**src/rtl/dmem_responder.sv**
```systemverilog
// Data-memory responder: one byte/half/word load or store at a time over valid/ready
// channels, with wait states, range/alignment/funct3 checking and little-endian lanes.
module dmem_responder #(
   parameter int DEPTH_WORDS = 64,
   parameter int WAIT_CYCLES = 1
) (
   input  logic        clk,
   input  logic        reset,
   input  logic        req_valid,
   output logic        req_ready,
   input  logic        req_write,
   input  logic [31:0] req_addr,
   input  logic [2:0]  req_funct3,
   input  logic [31:0] req_wdata,
   output logic        rsp_valid,
   input  logic        rsp_ready,
   output logic [31:0] rsp_rdata,
   output logic        rsp_error
);
   localparam int          AW        = $clog2(DEPTH_WORDS);
   localparam logic [31:0] MAX_ADDR  = 32'(DEPTH_WORDS * 4 - 1);
   localparam logic [3:0]  WAIT_INIT = 4'(WAIT_CYCLES);

   localparam logic [1:0] S_IDLE = 2'd0;
   localparam logic [1:0] S_WAIT = 2'd1;
   localparam logic [1:0] S_RESP = 2'd2;

   logic [1:0]  state;
   logic [3:0]  wait_cnt;
   logic        lat_write;
   logic [31:0] lat_addr;
   logic [2:0]  lat_funct3;
   logic [31:0] lat_wdata;
   logic [31:0] mem [DEPTH_WORDS];

   logic        accept;
   logic        go_resp;
   logic        cur_write;
   logic [31:0] cur_addr;
   logic [2:0]  cur_funct3;
   logic [31:0] cur_wdata;
   logic [AW-1:0] idx;
   logic [1:0]  off;
   logic [31:0] word;
   logic [31:0] shifted;
   logic        illegal;
   logic        misalign;
   logic        err;
   logic [31:0] load_val;
   logic [31:0] store_data;
   logic [3:0]  byte_en;

   assign req_ready = (state == S_IDLE);
   assign rsp_valid = (state == S_RESP);
   assign accept    = req_valid & req_ready;
   assign go_resp   = (WAIT_CYCLES == 0) ? accept : ((state == S_WAIT) && (wait_cnt == 4'd1));

   // With no wait states the response is formed on the accepting edge, so decode the live request.
   assign cur_write  = req_ready ? req_write  : lat_write;
   assign cur_addr   = req_ready ? req_addr   : lat_addr;
   assign cur_funct3 = req_ready ? req_funct3 : lat_funct3;
   assign cur_wdata  = req_ready ? req_wdata  : lat_wdata;

   assign idx     = cur_addr[AW+1:2];
   assign off     = cur_addr[1:0];
   assign word    = mem[idx];
   assign shifted = word >> {off, 3'b000};

   always_comb begin
      // NOTE: every always_comb output gets a default first so no path can infer a latch.
      illegal    = 1'b0;
      misalign   = 1'b0;
      load_val   = word;
      store_data = cur_wdata;
      byte_en    = 4'b1111;

      if (cur_write) illegal = cur_funct3[2] | (cur_funct3[1:0] == 2'b11);
      else           illegal = (cur_funct3[1:0] == 2'b11) | (cur_funct3 == 3'b110);

      misalign = ((cur_funct3[1:0] == 2'b01) & off[0]) |
                 ((cur_funct3[1:0] == 2'b10) & (off != 2'b00));

      case (cur_funct3)
         3'b000:  load_val = {{24{shifted[7]}}, shifted[7:0]};
         3'b001:  load_val = {{16{shifted[15]}}, shifted[15:0]};
         3'b100:  load_val = {24'd0, shifted[7:0]};
         3'b101:  load_val = {16'd0, shifted[15:0]};
         default: load_val = word;
      endcase

      case (cur_funct3[1:0])
         2'b00: begin
            store_data = {4{cur_wdata[7:0]}};
            byte_en    = 4'b0001 << off;
         end
         2'b01: begin
            store_data = {2{cur_wdata[15:0]}};
            byte_en    = off[1] ? 4'b1100 : 4'b0011;
         end
         default: begin
            store_data = cur_wdata;
            byte_en    = 4'b1111;
         end
      endcase
   end

   assign err = (cur_addr > MAX_ADDR) | illegal | misalign;

   always_ff @(posedge clk or posedge reset) begin
      if (reset) begin
         state      <= S_IDLE;
         wait_cnt   <= 4'd0;
         lat_write  <= 1'b0;
         lat_addr   <= 32'd0;
         lat_funct3 <= 3'd0;
         lat_wdata  <= 32'd0;
         rsp_rdata  <= 32'd0;
         rsp_error  <= 1'b0;
      end else begin
         case (state)
            S_IDLE: if (accept) begin
               lat_write  <= req_write;
               lat_addr   <= req_addr;
               lat_funct3 <= req_funct3;
               lat_wdata  <= req_wdata;
               wait_cnt   <= WAIT_INIT;
               state      <= (WAIT_CYCLES == 0) ? S_RESP : S_WAIT;
            end
            S_WAIT: begin
               wait_cnt <= wait_cnt - 4'd1;
               if (wait_cnt == 4'd1) state <= S_RESP;
            end
            S_RESP: if (rsp_ready) state <= S_IDLE;
            default: state <= S_IDLE;
         endcase

         if (go_resp) begin
            rsp_error <= err;
            rsp_rdata <= (err | cur_write) ? 32'd0 : load_val;
         end
      end
   end

   // NOTE: the data array has no reset; contents survive reset and a reset would block RAM inference.
   always_ff @(posedge clk) begin
      if (go_resp && !reset && cur_write && !err) begin
         for (int b = 0; b < 4; b++) begin
            if (byte_en[b]) mem[idx][b*8 +: 8] <= store_data[b*8 +: 8];
         end
      end
   end
endmodule
```
**config.mk**
```make
export PLATFORM = sky130hd
export DESIGN_NAME = dmem_responder
export DESIGN_NICKNAME = d
export VERILOG_FILES = /design/src/rtl/dmem_responder.sv
export SDC_FILE = /design/constraint.sdc
export NUM_CORES = 2
export LEC_CHECK = 0
export ABC_AREA = 1
export CAP_MARGIN = 0
export CORE_MARGIN = 5
export CORE_UTILIZATION = 46
export DETAILED_ROUTE_END_ITERATION = 6
export PLACE_DENSITY_LB_ADDON = 0.2
export SYNTH_ARGS = -nofsm -noshare
export SYNTH_HDL_FRONTEND = slang
export SYNTH_SLANG_ARGS = --single-unit
```
**constraint.sdc**
```tcl
create_clock -name clk -period 10.95 [get_ports clk]
set_clock_uncertainty 0.1 [all_clocks]
set_input_delay 2.19 -clock clk [delete_from_list [all_inputs] [get_ports clk]]
set_output_delay 2.19 -clock clk [all_outputs]
set_load 0.02 [all_outputs]
```
==> metrics.txt <==
post-route insts no fill 10400; WHS Path Cells 2; Worst Hold End lat_wdata[15]$_DFFE_PP0P_; Core Region 190000 sq um; Synth Net Count 7783; Synth top area share 69.8%; TritonCTS clock tree yes; Placer Congestion 0.909; routed len/inst 26.6 um; via count of the first global-routing pass 56100; hpwl dp 165000 um; CTS buffer count 215; leakage 35.4 nW; total die area 200000 sq um; worst setup margin 4.45 ns; CP Class in -> reg; worst slack at placement 3.58 ns; Die X 448 um; Cell Rows 160; Util after Layout 51.6%; Yosys top cell by area edfxtp_1; Fin Setup TNS 0 ns; H-tree levels 4; Sequential Power Share 35.5%; Sink Count 2155; dpl cells 9994; R2R setup slack 4.83 ns; Max Slew Vio Count 0; # nets final 7774; Initial Util 46.3%; number of I/O port buffers 106; Initial DRC Count 8009; RSZ-0062 raised after global routing false; f_max 154 MHz; WP data required 11.65 ns; post-synthesis sequential area ratio 72.8%; synthesized flop and latch total 2155; Max transition margin 5.47%; Max Cap Viol 0; prevailing post-synth register cell edfxtp_1; count of different cell masters after synthesis 48; clock root cell clkbuf_16; worst skew pair latency 0.85 ns; ys async rst share 4.97%; area grow syn2layout 11.5%; Logic pwr share 42.7%; EDFF count, synth 2048; R2R Path End mem[1][3]$_DFFE_PP_; Min-Delay Startpoint lat_wdata[15]$_DFFE_PP0P_; PwrDens 341 nW/um^2; post_cts resized 0; total track usage 27.2%; final hold violation count 0; R2R Path Start state[0]$_DFFE_PP0P_; leading post-synthesis cells by cell area edfxtp_1 (70%), nor2_1 (7.7%), nand2_1 (7.5%); post-CTS setup repair buffer count 0; synthesized area 88100 sq um; TritonRoute pass-1 iters 7; largest net degree at the start of global routing 176; Setup violations, final 0; via count of the routed design 59500; final antenna-violating net count 0; Worst Path Arrival 7.20 ns; Worst setup startpoint req_addr[4]; Tcrit/Tclk final 59.4%; worst slew pin tran 1.41 ns; floorplan die height 448 um; Yosys warnings 0; Worst Setup End Kind flip-flop; run status finished clean; Clk network pwr share 21.8%; VDD IR-drop max 0.428 mV; Worst Path Max Fanout 107; total gr overflow 0; Net Sw Frac 43.9%; layout cells sized above 1 6.49%; initial antenna violation count 13; Final min period 6.50 ns; syn_area_per_cell 11.4 sq um; DR vias/cell 5.72; Post-route DRC 0; CTS Buffer Depth 3; cell-internal power 18.8 mW; Clock Pin Slew Worst Setup and Hold Paths 0.07 ns; R2R cell count 9; worst min path class reg -> reg; Switch Pwr 14.7 mW; Syn Inst Count 7709; CTS Hold Bufs 0; Startpoint Class input port; Post-Route WL 277000 um; first-pass GRT wire length 398000 um; I/O pin total 107; Fill cells 16400
per-layer routing:
metal,vias to the layer above,track usage [%],wire length (um)
li1,26500,-,-
met1,29500,38.1,112000
met2,2902,41.3,125000
met3,551,5.91,26400
met4,12,11.9,13400
met5,-,0,80
area by class of cell:
cell class | instances | area [sq um] | share of cell area [%]
diodes | 12 | 30.0 | 0.0306
clock inverters | 133 | 1250 | 1.27
clock buffers | 262 | 5650 | 5.75
inverters | 205 | 774 | 0.788
repair buffers | 203 | 1940 | 1.97
flip-flops and latches | 2155 | 64200 | 65.3
multi-input cells | 4920 | 21300 | 21.7
well taps | 2511 | 3140 | 3.20
sequential cells by signal, indices dropped and copies added (netlist names):
| signal | cells |
|---|---|
| state | 2 |
| lat_funct3 | 3 |
| mem | 2048 |
| lat_wdata | 32 |
| wait_cnt | 4 |
| rsp_error | 1 |
| rsp_rdata | 32 |
| lat_addr | 32 |
| lat_write | 1 |
metrics by stage:
| stage | instance area, sq um | power, mW | hold slack (ns) |
|---|---|---|---|
| after global routing | 98300 | 35.0 | 0.407 |
| after floorplan | 88100 | 20.3 | 0.348 |
| after global placement | 91400 | 26.0 | 0.363 |
| after CTS | 98300 | 33.4 | 0.382 |
| after detailed placement | 91400 | 26.2 | 0.365 |
| final | 98300 | 33.5 | 0.381 |
cells in the mapped netlist, types with 2 or more instances:
cell and number:
o21ai_1 15, o31ai_1 14, inv_2 6, nand3_2 3
nand3b_1 8, dfrtp_1 107, nor2_1 1808, buf_6 28
nand3_1 153, buf_2 213, nand2_2 3, o21ai_2 3
nor4_1 7, edfxtp_1 2048, buf_4 32, a21oi_1 62
buf_1 22, or2_1 2, o21ai_0 731, mux2i_1 2
o221ai_1 14, o211ai_1 38, nor3_2 4, o2111ai_1 3
ha_1 2, nand4_1 24, nand2_1 1757, o22ai_1 180
or2_2 31, o21a_1 8, nor3_1 7, inv_1 198
a31oi_1 2, clkbuf_1 132, o22a_1 19, nor2_2 7
nand2_4 5
worst max-delay path: stages:
cell	delay, ns
clkdlybuf4s50_1	0.47
inv_1	0.11
nand2_1	0.09
o21ai_4	0.12
buf_12	0.55
nor2_4	0.28
nand2_4	0.59
buf_4	0.72
or2_2	0.22
o221ai_1	0.11
o31ai_1	1.01
nand2_1	0.16
nor2_1	0.21
nand2_1	0.08
nand2_1	0.07
nand2_1	0.06
nand2_1	0.07
cells in the final DEF, fill, tap and decap left out, types with 13 or more instances in the layout:
cell type        synthesis  routed
clkbuf_1               132      41
o21ai_1                 15      15
o22ai_1                180     180
o211ai_1                38      38
nand4_1                 24      24
nor2_1                1808    1805
clkinv_2                 0      46
clkbuf_16                0     218
o22a_1                  19      19
or2_2                   31      31
bufinv_16                0      19
nand3_1                153     153
o21ai_4                  1      19
edfxtp_1              2048    2048
dfrtp_1                107     107
o21ai_0                731     714
buf_4                   32      85
o221ai_1                14      13
clkinv_1                 1      50
inv_1                  198     188
nand2_1               1757    1748
o31ai_1                 14      14
clkdlybuf4s50_1          0     106
a21oi_1                 62      61
inv_2                    6      13
power by group through the flow:
stage          Sequential (mW)  Combinational [mW]  Clock (mW)
2_1_floorplan             12.4                7.91           0
3_3_place_gp              12.1                14.0           0
3_5_place_dp              12.1                14.1           0
4_1_cts                   11.9                14.1        7.37
5_1_grt                   11.9                15.3        7.74
6_report                  11.9                14.3        7.32
kinds of logic after synthesis:
group                      share of synthesized area [%]
AOI/OAI and AO/OA                                   6.84
muxes                                             0.0227
and+or+nand+nor                                     16.9
buffers and inverters                               3.41
adders and majority gates                         0.0284
DFF                                                 72.8
how the worst max path moves through the flow:
| stage | endpoint | slack [ns] |
|---|---|---|
| 2_1_floorplan | mem[0][10]$_DFFE_PP_ | 4.75 |
| 3_3_place_gp | rsp_rdata[4]$_DFFE_PP0P_ | 3.49 |
| 3_5_place_dp | rsp_rdata[4]$_DFFE_PP0P_ | 3.58 |
| 4_1_cts | rsp_rdata[4]$_DFFE_PP0P_ | 4.49 |
| 5_1_grt | rsp_rdata[19]$_DFFE_PP0P_ | 4.31 |
| 6_report | rsp_rdata[4]$_DFFE_PP0P_ | 4.45 |
Note: power is estimated with default switching activity, not from simulation.
